--- src/rtl/aud_rmm_burst.sv ---
// aud_rmm_burst: burst sequencer between host register logic and the single-access RMM engine.
// Runs an N-transfer read or write burst (byte/word/long, optional fixed address) with error
// retry, wait-state timeout and abort. Owns a write-data FIFO (host -> RMM) and a read-data
// FIFO (RMM -> host), both first-word fall-through.
//
// Ports:
//   clk_sys_i, rst_i           clock, asynchronous active-high reset
//   start_i, abort_i           burst start (ignored while busy), burst abort
//   dir_i, size_i, addr_i,     burst parameters, sampled on an accepted start
//   len_i, inc_dis_i
//   fifo_clr_i                 flush both FIFOs and clear the ovf/und flags
//   busy_o, done_o, err_o,     burst status; err_o/err_code_o held until the next start
//   err_code_o, xfer_cnt_o
//   wf_*                       write-FIFO push side and status
//   rf_*                       read-FIFO pop side and status
//   ovf_o, und_o               sticky FIFO overflow / underflow
//   rmm_*                      RMM engine access interface

module aud_rmm_burst #(
  parameter int unsigned ADDR_W    = 32,
  parameter int unsigned FIFO_AW   = 4,
  parameter int unsigned LEN_W     = 16,
  parameter int unsigned TMO_W     = 12,
  parameter int unsigned MAX_RETRY = 2
) (
  input  logic              clk_sys_i,
  input  logic              rst_i,
  input  logic              start_i,
  input  logic              abort_i,
  input  logic              dir_i,
  input  logic [1:0]        size_i,
  input  logic [ADDR_W-1:0] addr_i,
  input  logic [LEN_W-1:0]  len_i,
  input  logic              inc_dis_i,
  input  logic              fifo_clr_i,
  output logic              busy_o,
  output logic              done_o,
  output logic              err_o,
  output logic [1:0]        err_code_o,
  output logic [LEN_W-1:0]  xfer_cnt_o,
  input  logic [31:0]       wf_dat_i,
  input  logic              wf_we_i,
  output logic              wf_full_o,
  output logic [FIFO_AW:0]  wf_count_o,
  output logic [31:0]       rf_dat_o,
  input  logic              rf_re_i,
  output logic              rf_empty_o,
  output logic [FIFO_AW:0]  rf_count_o,
  output logic              ovf_o,
  output logic              und_o,
  output logic [ADDR_W-1:0] rmm_addr_o,
  output logic [31:0]       rmm_data_o,
  output logic [1:0]        rmm_size_o,
  output logic              rmm_we_o,
  output logic              rmm_re_o,
  input  logic [31:0]       rmm_data_i,
  input  logic              rmm_err_i,
  input  logic              rmm_idle_i
);

  localparam int unsigned DEPTH = 1 << FIFO_AW;
  localparam int unsigned RTY_W = (MAX_RETRY < 1) ? 1 : $clog2(MAX_RETRY + 1);
  localparam logic [FIFO_AW:0] FULL_CNT = {1'b1, {FIFO_AW{1'b0}}};
  // Counter value on the (2^TMO_W-1)th cycle of a wait state.
  localparam logic [TMO_W-1:0] TMO_LAST = TMO_W'((64'd1 << TMO_W) - 64'd2);

  localparam logic [1:0] ERR_NONE  = 2'b00;
  localparam logic [1:0] ERR_RMM   = 2'b01;
  localparam logic [1:0] ERR_TMO   = 2'b10;
  localparam logic [1:0] ERR_ABORT = 2'b11;

  typedef enum logic [2:0] {
    StIdle,
    StIssue,
    StWaitBusy,
    StWaitIdle,
    StNext,
    StDone
  } state_e;

  state_e             state_q;
  logic               dir_q;
  logic [1:0]         size_q;
  logic               inc_dis_q;
  logic [LEN_W-1:0]   len_q;
  logic [ADDR_W-1:0]  addr_q;
  logic [LEN_W-1:0]   xfer_cnt_q;
  logic [RTY_W-1:0]   retry_q;
  logic [TMO_W-1:0]   tmo_q;
  logic               err_seen_q;
  logic               busy_q;
  logic               done_q;
  logic               err_q;
  logic [1:0]         err_code_q;
  logic [31:0]        rmm_data_q;
  logic               rmm_we_q;
  logic               rmm_re_q;

  // Write FIFO
  logic [31:0]        wf_mem [DEPTH];
  logic [FIFO_AW-1:0] wf_wr_ptr_q;
  logic [FIFO_AW-1:0] wf_rd_ptr_q;
  logic [FIFO_AW:0]   wf_cnt_q;
  logic               wf_full;
  logic               wf_empty;
  logic               wf_do_push;
  logic               wf_pop;

  // Read FIFO
  logic [31:0]        rf_mem [DEPTH];
  logic [FIFO_AW-1:0] rf_wr_ptr_q;
  logic [FIFO_AW-1:0] rf_rd_ptr_q;
  logic [FIFO_AW:0]   rf_cnt_q;
  logic               rf_full;
  logic               rf_empty;
  logic               rf_push;
  logic               rf_do_push;
  logic               rf_do_pop;
  logic [31:0]        rf_push_dat;

  logic               ovf_q;
  logic               und_q;

  logic               tmo_fire;
  logic [ADDR_W-1:0]  addr_step;

  assign wf_full    = (wf_cnt_q == FULL_CNT);
  assign wf_empty   = (wf_cnt_q == '0);
  assign rf_full    = (rf_cnt_q == FULL_CNT);
  assign rf_empty   = (rf_cnt_q == '0);
  assign wf_do_push = wf_we_i && !wf_full;
  assign rf_do_push = rf_push && !rf_full;
  assign rf_do_pop  = rf_re_i && !rf_empty;
  assign tmo_fire   = (tmo_q == TMO_LAST);

  // FIFO strobes driven by the sequencer; the FSM below uses the same terms so the
  // data path and the state transitions always agree.
  always_comb begin
    wf_pop      = 1'b0;
    rf_push     = 1'b0;
    rf_push_dat = rmm_data_i;
    addr_step   = ADDR_W'(4);

    // A retried write reuses the held data word, so only the first attempt pops.
    if (state_q == StIssue && !abort_i && dir_q && retry_q == '0 && !wf_empty) begin
      wf_pop = 1'b1;
    end
    if (state_q == StWaitIdle && !abort_i && !tmo_fire && rmm_idle_i && !err_seen_q && !dir_q) begin
      rf_push = 1'b1;
    end

    case (size_q)
      2'b00: begin
        rf_push_dat = {24'b0, rmm_data_i[7:0]};
        addr_step   = ADDR_W'(1);
      end
      2'b01: begin
        rf_push_dat = {16'b0, rmm_data_i[15:0]};
        addr_step   = ADDR_W'(2);
      end
      default: begin
        rf_push_dat = rmm_data_i;
        addr_step   = ADDR_W'(4);
      end
    endcase
  end

  // FIFO storage carries no reset; emptiness is defined by the pointers and counts.
  always_ff @(posedge clk_sys_i) begin
    if (!fifo_clr_i && wf_do_push) begin
      wf_mem[wf_wr_ptr_q] <= wf_dat_i;
    end
    if (!fifo_clr_i && rf_do_push) begin
      rf_mem[rf_wr_ptr_q] <= rf_push_dat;
    end
  end

  always_ff @(posedge clk_sys_i or posedge rst_i) begin
    if (rst_i) begin
      wf_wr_ptr_q <= '0;
      wf_rd_ptr_q <= '0;
      wf_cnt_q    <= '0;
      rf_wr_ptr_q <= '0;
      rf_rd_ptr_q <= '0;
      rf_cnt_q    <= '0;
      ovf_q       <= 1'b0;
      und_q       <= 1'b0;
    end else if (fifo_clr_i) begin
      wf_wr_ptr_q <= '0;
      wf_rd_ptr_q <= '0;
      wf_cnt_q    <= '0;
      rf_wr_ptr_q <= '0;
      rf_rd_ptr_q <= '0;
      rf_cnt_q    <= '0;
      ovf_q       <= 1'b0;
      und_q       <= 1'b0;
    end else begin
      if (wf_do_push) begin
        wf_wr_ptr_q <= wf_wr_ptr_q + 1'b1;
      end
      if (wf_pop) begin
        wf_rd_ptr_q <= wf_rd_ptr_q + 1'b1;
      end
      if (wf_do_push && !wf_pop) begin
        wf_cnt_q <= wf_cnt_q + 1'b1;
      end else if (!wf_do_push && wf_pop) begin
        wf_cnt_q <= wf_cnt_q - 1'b1;
      end

      if (rf_do_push) begin
        rf_wr_ptr_q <= rf_wr_ptr_q + 1'b1;
      end
      if (rf_do_pop) begin
        rf_rd_ptr_q <= rf_rd_ptr_q + 1'b1;
      end
      if (rf_do_push && !rf_do_pop) begin
        rf_cnt_q <= rf_cnt_q + 1'b1;
      end else if (!rf_do_push && rf_do_pop) begin
        rf_cnt_q <= rf_cnt_q - 1'b1;
      end

      if ((wf_we_i && wf_full) || (rf_push && rf_full)) begin
        ovf_q <= 1'b1;
      end
      if (rf_re_i && rf_empty) begin
        und_q <= 1'b1;
      end
    end
  end

  // Burst sequencer. done_q is raised on every transition into StDone, so the pulse
  // coincides with the single StDone cycle; busy_q drops as StDone exits.
  always_ff @(posedge clk_sys_i or posedge rst_i) begin
    if (rst_i) begin
      state_q    <= StIdle;
      dir_q      <= 1'b0;
      size_q     <= 2'b00;
      inc_dis_q  <= 1'b0;
      len_q      <= '0;
      addr_q     <= '0;
      xfer_cnt_q <= '0;
      retry_q    <= '0;
      tmo_q      <= '0;
      err_seen_q <= 1'b0;
      busy_q     <= 1'b0;
      done_q     <= 1'b0;
      err_q      <= 1'b0;
      err_code_q <= ERR_NONE;
      rmm_data_q <= '0;
      rmm_we_q   <= 1'b0;
      rmm_re_q   <= 1'b0;
    end else begin
      rmm_we_q <= 1'b0;
      rmm_re_q <= 1'b0;
      done_q   <= 1'b0;

      unique case (state_q)
        StIdle: begin
          if (start_i) begin
            dir_q      <= dir_i;
            size_q     <= (size_i == 2'b11) ? 2'b10 : size_i;
            addr_q     <= addr_i;
            len_q      <= len_i;
            inc_dis_q  <= inc_dis_i;
            err_q      <= 1'b0;
            err_code_q <= ERR_NONE;
            xfer_cnt_q <= '0;
            retry_q    <= '0;
            busy_q     <= 1'b1;
            if (len_i == '0) begin
              state_q <= StDone;
              done_q  <= 1'b1;
            end else begin
              state_q <= StIssue;
            end
          end
        end

        StIssue: begin
          if (abort_i) begin
            err_q      <= 1'b1;
            err_code_q <= ERR_ABORT;
            state_q    <= StDone;
            done_q     <= 1'b1;
          end else if (dir_q) begin
            if (retry_q != '0) begin
              rmm_we_q <= 1'b1;
              tmo_q    <= '0;
              state_q  <= StWaitBusy;
            end else if (wf_pop) begin
              rmm_data_q <= wf_mem[wf_rd_ptr_q];
              rmm_we_q   <= 1'b1;
              tmo_q      <= '0;
              state_q    <= StWaitBusy;
            end
          end else if (!rf_full) begin
            rmm_re_q <= 1'b1;
            tmo_q    <= '0;
            state_q  <= StWaitBusy;
          end
        end

        StWaitBusy: begin
          if (abort_i) begin
            err_q      <= 1'b1;
            err_code_q <= ERR_ABORT;
            state_q    <= StDone;
            done_q     <= 1'b1;
          end else if (tmo_fire) begin
            err_q      <= 1'b1;
            err_code_q <= ERR_TMO;
            state_q    <= StDone;
            done_q     <= 1'b1;
          end else if (!rmm_idle_i) begin
            // The engine may flag an error in the very cycle it goes busy.
            err_seen_q <= rmm_err_i;
            tmo_q      <= '0;
            state_q    <= StWaitIdle;
          end else begin
            tmo_q <= tmo_q + 1'b1;
          end
        end

        StWaitIdle: begin
          if (abort_i) begin
            err_q      <= 1'b1;
            err_code_q <= ERR_ABORT;
            state_q    <= StDone;
            done_q     <= 1'b1;
          end else if (tmo_fire) begin
            err_q      <= 1'b1;
            err_code_q <= ERR_TMO;
            state_q    <= StDone;
            done_q     <= 1'b1;
          end else if (rmm_idle_i) begin
            if (!err_seen_q) begin
              state_q <= StNext;
            end else if (retry_q < RTY_W'(MAX_RETRY)) begin
              retry_q <= retry_q + 1'b1;
              state_q <= StIssue;
            end else begin
              err_q      <= 1'b1;
              err_code_q <= ERR_RMM;
              state_q    <= StDone;
              done_q     <= 1'b1;
            end
          end else begin
            tmo_q <= tmo_q + 1'b1;
            if (rmm_err_i) begin
              err_seen_q <= 1'b1;
            end
          end
        end

        StNext: begin
          if (abort_i) begin
            err_q      <= 1'b1;
            err_code_q <= ERR_ABORT;
            state_q    <= StDone;
            done_q     <= 1'b1;
          end else begin
            xfer_cnt_q <= xfer_cnt_q + 1'b1;
            retry_q    <= '0;
            if (!inc_dis_q) begin
              addr_q <= addr_q + addr_step;
            end
            if ((xfer_cnt_q + 1'b1) == len_q) begin
              state_q <= StDone;
              done_q  <= 1'b1;
            end else begin
              state_q <= StIssue;
            end
          end
        end

        // The burst is already ending here, so a late abort has nothing left to cancel.
        StDone: begin
          busy_q  <= 1'b0;
          state_q <= StIdle;
        end

        default: begin
          state_q <= StIdle;
        end
      endcase
    end
  end

  assign busy_o     = busy_q;
  assign done_o     = done_q;
  assign err_o      = err_q;
  assign err_code_o = err_code_q;
  assign xfer_cnt_o = xfer_cnt_q;
  assign wf_full_o  = wf_full;
  assign wf_count_o = wf_cnt_q;
  assign rf_dat_o   = rf_mem[rf_rd_ptr_q];
  assign rf_empty_o = rf_empty;
  assign rf_count_o = rf_cnt_q;
  assign ovf_o      = ovf_q;
  assign und_o      = und_q;
  assign rmm_addr_o = addr_q;
  assign rmm_data_o = rmm_data_q;
  assign rmm_size_o = size_q;
  assign rmm_we_o   = rmm_we_q;
  assign rmm_re_o   = rmm_re_q;

endmodule
--- config.mk ---
export PLATFORM = sky130hd
export DESIGN_NAME = aud_rmm_burst
export DESIGN_NICKNAME = d
export VERILOG_FILES = /design/src/rtl/aud_rmm_burst.sv
export SDC_FILE = /design/constraint.sdc
export NUM_CORES = 1
export LEC_CHECK = 0
export BUFFER_PORTS_ARGS = -buffer_cell sky130_fd_sc_hd__buf_2
export CAP_MARGIN = 20
export CORE_MARGIN = 2
export CORE_UTILIZATION = 30
export CTS_BUF_LIST = sky130_fd_sc_hd__clkbuf_16
export DETAILED_ROUTE_END_ITERATION = 6
export SLEW_MARGIN = 30
export SYNTH_ARGS = -nofsm -noshare
export SYNTH_HDL_FRONTEND = slang
export SYNTH_SLANG_ARGS = --single-unit
--- constraint.sdc ---
create_clock -name clk_sys_i -period 5.6 [get_ports clk_sys_i]
set_input_delay 1.12 -clock clk_sys_i [delete_from_list [all_inputs] [get_ports clk_sys_i]]
set_output_delay 1.12 -clock clk_sys_i [all_outputs]
set_load 0.01 [all_outputs]
==> results.ini <==
[critical_path]
cp.arrival_ns = 3.34
rr_startpoint = state_q[1]$_DFFE_PP0P_
crit_type = flop to primary output
cp-endpoint = rf_dat_o[14]
crit_fanout = 45
r2r_setup_slack_ns = 2.01
end_kind = primary output
reg2reg_depth = 6
critPathLaunchType = flop
r2r_end = rf_mem[10][16]$_DFFE_PP_
setup.worst_path.start = rf_rd_ptr_q[1]$_DFFE_PP0P_
critPathRequiredTime_ns = 4.48

[clock_network]
cts_buffers = 118
clk_latency_ns = 0.77
cts_root_buf = clkbuf_16
ctsHtreeMaxLevel = 3
post-cts-setup-buffers = 0
clk_path_buf_depth = 3
cts_tree = built
clkTransAtPathRegs_ns = 0.06
holdBufCountCts = 0
cts_sinks = 1177
cts_resized = 0

[die]
die_w_um = 400
rows = 145
ios = 260
initial_core_util_pct = 30.2
die_y_um = 400
design.core.area_um2 = 156000
die_area_um2 = 160000

[finish]
final_cells = 5008
mostFrequentLayoutCells = edfxtp_1 (1024), mux4_2 (280), buf_2 (259)
fin_nets = 2988
drive_above_1_share_pct = 29.6
fillers = 14500
utilization_pct = 35.6
fin_area_um2 = 55600
area.sequential_um2 = 34600
final_common_cell = edfxtp_1
multi_input_area_um2 = 12100
area_growth_syn_to_layout_pct = 18.0

[global_route]
grt_start_max_net_pins = 96
antenna_found_initial = 26
grt_usage_pct = 14.2
grt_pass1_wl_mm = 171
gr-total-overflow = 0
grt_pass1_vias = 25100

[sta]
setup_tns_ns = 0
min_period_ns = 4.46
drv_slew = 0
hold_viol = 0
fmax_ghz = 0.224
worst_clock_skew_ns = 0.0495
fin_crit_sh_pct = 79.7
rsz0062_at_grt = false
tightest_slew_ns = 0.973
slew_headroom_pct = 35.0
finalSetupViolations = 0

[routing]
drt_pass1_iterations = 5
wire_per_inst_um = 23.0
detail-route-antenna-nets = 0
drt-initial-drc-count = 1935
vias = 24700
drc_errors = 0
wirelength_mm = 115
via_per_inst = 4.93

[synthesis]
yosysSeqAreaShare_pct = 73.4
async_reset_ff_share_pct = 13.0
synthesis.nets = 2666
syn_area_per_cell_um2 = 18.7
synth.distinct_cells = 73
yosysWarnings = 0
netlist_instances = 2515
synth_seq_cells = 1177
ys.flop_type = edfxtp_1
syn_area_um2 = 47100
synth_edf_count = 1024

[place]
hpwl_mm = 69.5
gp_congestion = 0.804
dpl_cell_area_um2 = 51500
port_buffers = 259
placed_cells = 4773

[status]
outcome = finished, final reports clean

[run]
cap_violations = 0

[pwr]
max-vdd-ir-drop_uv = 306
power.density_nw_per_um2 = 413
leakage_uw = 0.0182

[hold_path]
min_path_type = flop to flop

## synth_stat cells (all sizes together), types with 3 or more instances
cell     number  area, µm²
a211oi        4       30.0
a21boi        3       22.5
a21o          6       45.0
a21oi        60        300
a22oi         3       22.5
a2bb2oi      16        140
a31oi        11       68.8
and2         20        125
and3         10       62.6
and4          6       52.6
buf          57        288
clkbuf       79        298
dfrtp       153       3830
edfxtp     1024      30700
fa            3       60.1
ha           23        288
inv          20       75.1
mux2         12        135
mux2i        48        480
mux4        280       6310
nand2       182        686
nand2b       13       81.3
nand3        31        165
nand3b        4       30.0
nand4        22        138
nor2        111        424
nor2b        14       87.6
nor3         17        106
nor3b         3       33.8
nor4         10       83.8
o21a          3       22.5
o21ai       113        566
o221ai       40        350
o22a          3       26.3
o22ai        14       87.6
o31ai        16        134
o32ai         3       26.3
or3           4       25.0
or4           4       30.0
xnor2        29        262
xor2         19        166
## critical path, cell delays in order, from the launching register on
cell and delay [ns]:
dfrtp_4 0.87, buf_4 0.57, mux4_2 0.41, mux4_2 0.52, buf_2 0.17
## through the flow
stage | power, µW | hold slack [ns] | setup slack, ns
floorplan | 13500 | 0.440 | 0.359
global placement | 15100 | 0.459 | 1.31
detailed placement | 15100 | 0.466 | 1.38
CTS | 23200 | 0.480 | 1.05
global route | 23900 | 0.508 | 0.984
finish | 22900 | 0.473 | 1.14
## cell type report
type | count | area share [%]
inverters | 21 | 0.155
clock inverters | 106 | 1.91
clock buffers | 118 | 5.31
diodes | 9 | 0.0405
well taps | 2058 | 4.63
multi-input cells | 1181 | 21.9
repair buffers | 338 | 3.81
flip-flops and latches | 1177 | 62.3
## power breakdown
part	switching [µW]	total, µW	internal (µW)
registers	512	10700	10200
clock network	3500	8070	4570
logic	2370	4170	1800
## logic make-up after synthesis
family                     count (synthesis)  synth area share [%]
and+or+nand+nor                          455                  4.60
AOI/OAI and AO/OA                        312                  4.23
buffers and inverters                    157                  1.41
DFF                                     1177                  73.4
xor gates and xnor gates                  48                 0.909
muxes                                    340                  14.7
adders and majority gates                 26                 0.739
## state kept, by name, indices dropped and copies added (netlist names), 5 cells and up
| register | flops |
|---|---|
| tmo_q | 12 |
| wf_mem | 512 |
| rmm_addr_o | 32 |
| rf_count_o | 5 |
| len_q | 16 |
| rf_mem | 512 |
| xfer_cnt_o | 16 |
| rmm_data_o | 32 |
| wf_count_o | 5 |
## metal layers
metal / vias up / share of wire, % / GRT usage [%]
li1: 10900 / - / -
met2: 714 / 50 / 23.7
met4: 20 / 2.4 / 4.14
met1: 12900 / 41 / 18.3
met5: - / 0.11 / 0
met3: 194 / 6.6 / 3.36
## worst min path at each step
stage | startpoint | to | slack, ns | cells after the start
finish | rmm_data_o[18]$_DFFE_PP0P_ | rmm_data_o[18]$_DFFE_PP0P_ | 0.47 | 2
global route | rmm_data_o[12]$_DFFE_PP0P_ | rmm_data_o[12]$_DFFE_PP0P_ | 0.51 | 2
CTS | rmm_data_o[29]$_DFFE_PP0P_ | rmm_data_o[29]$_DFFE_PP0P_ | 0.48 | 2
detailed placement | inc_dis_q$_DFFE_PP0P_ | inc_dis_q$_DFFE_PP0P_ | 0.47 | 2
global placement | inc_dis_q$_DFFE_PP0P_ | inc_dis_q$_DFFE_PP0P_ | 0.46 | 2
floorplan | inc_dis_q$_DFFE_PP0P_ | inc_dis_q$_DFFE_PP0P_ | 0.44 | 2
Power figures use the tool's default switching activity.
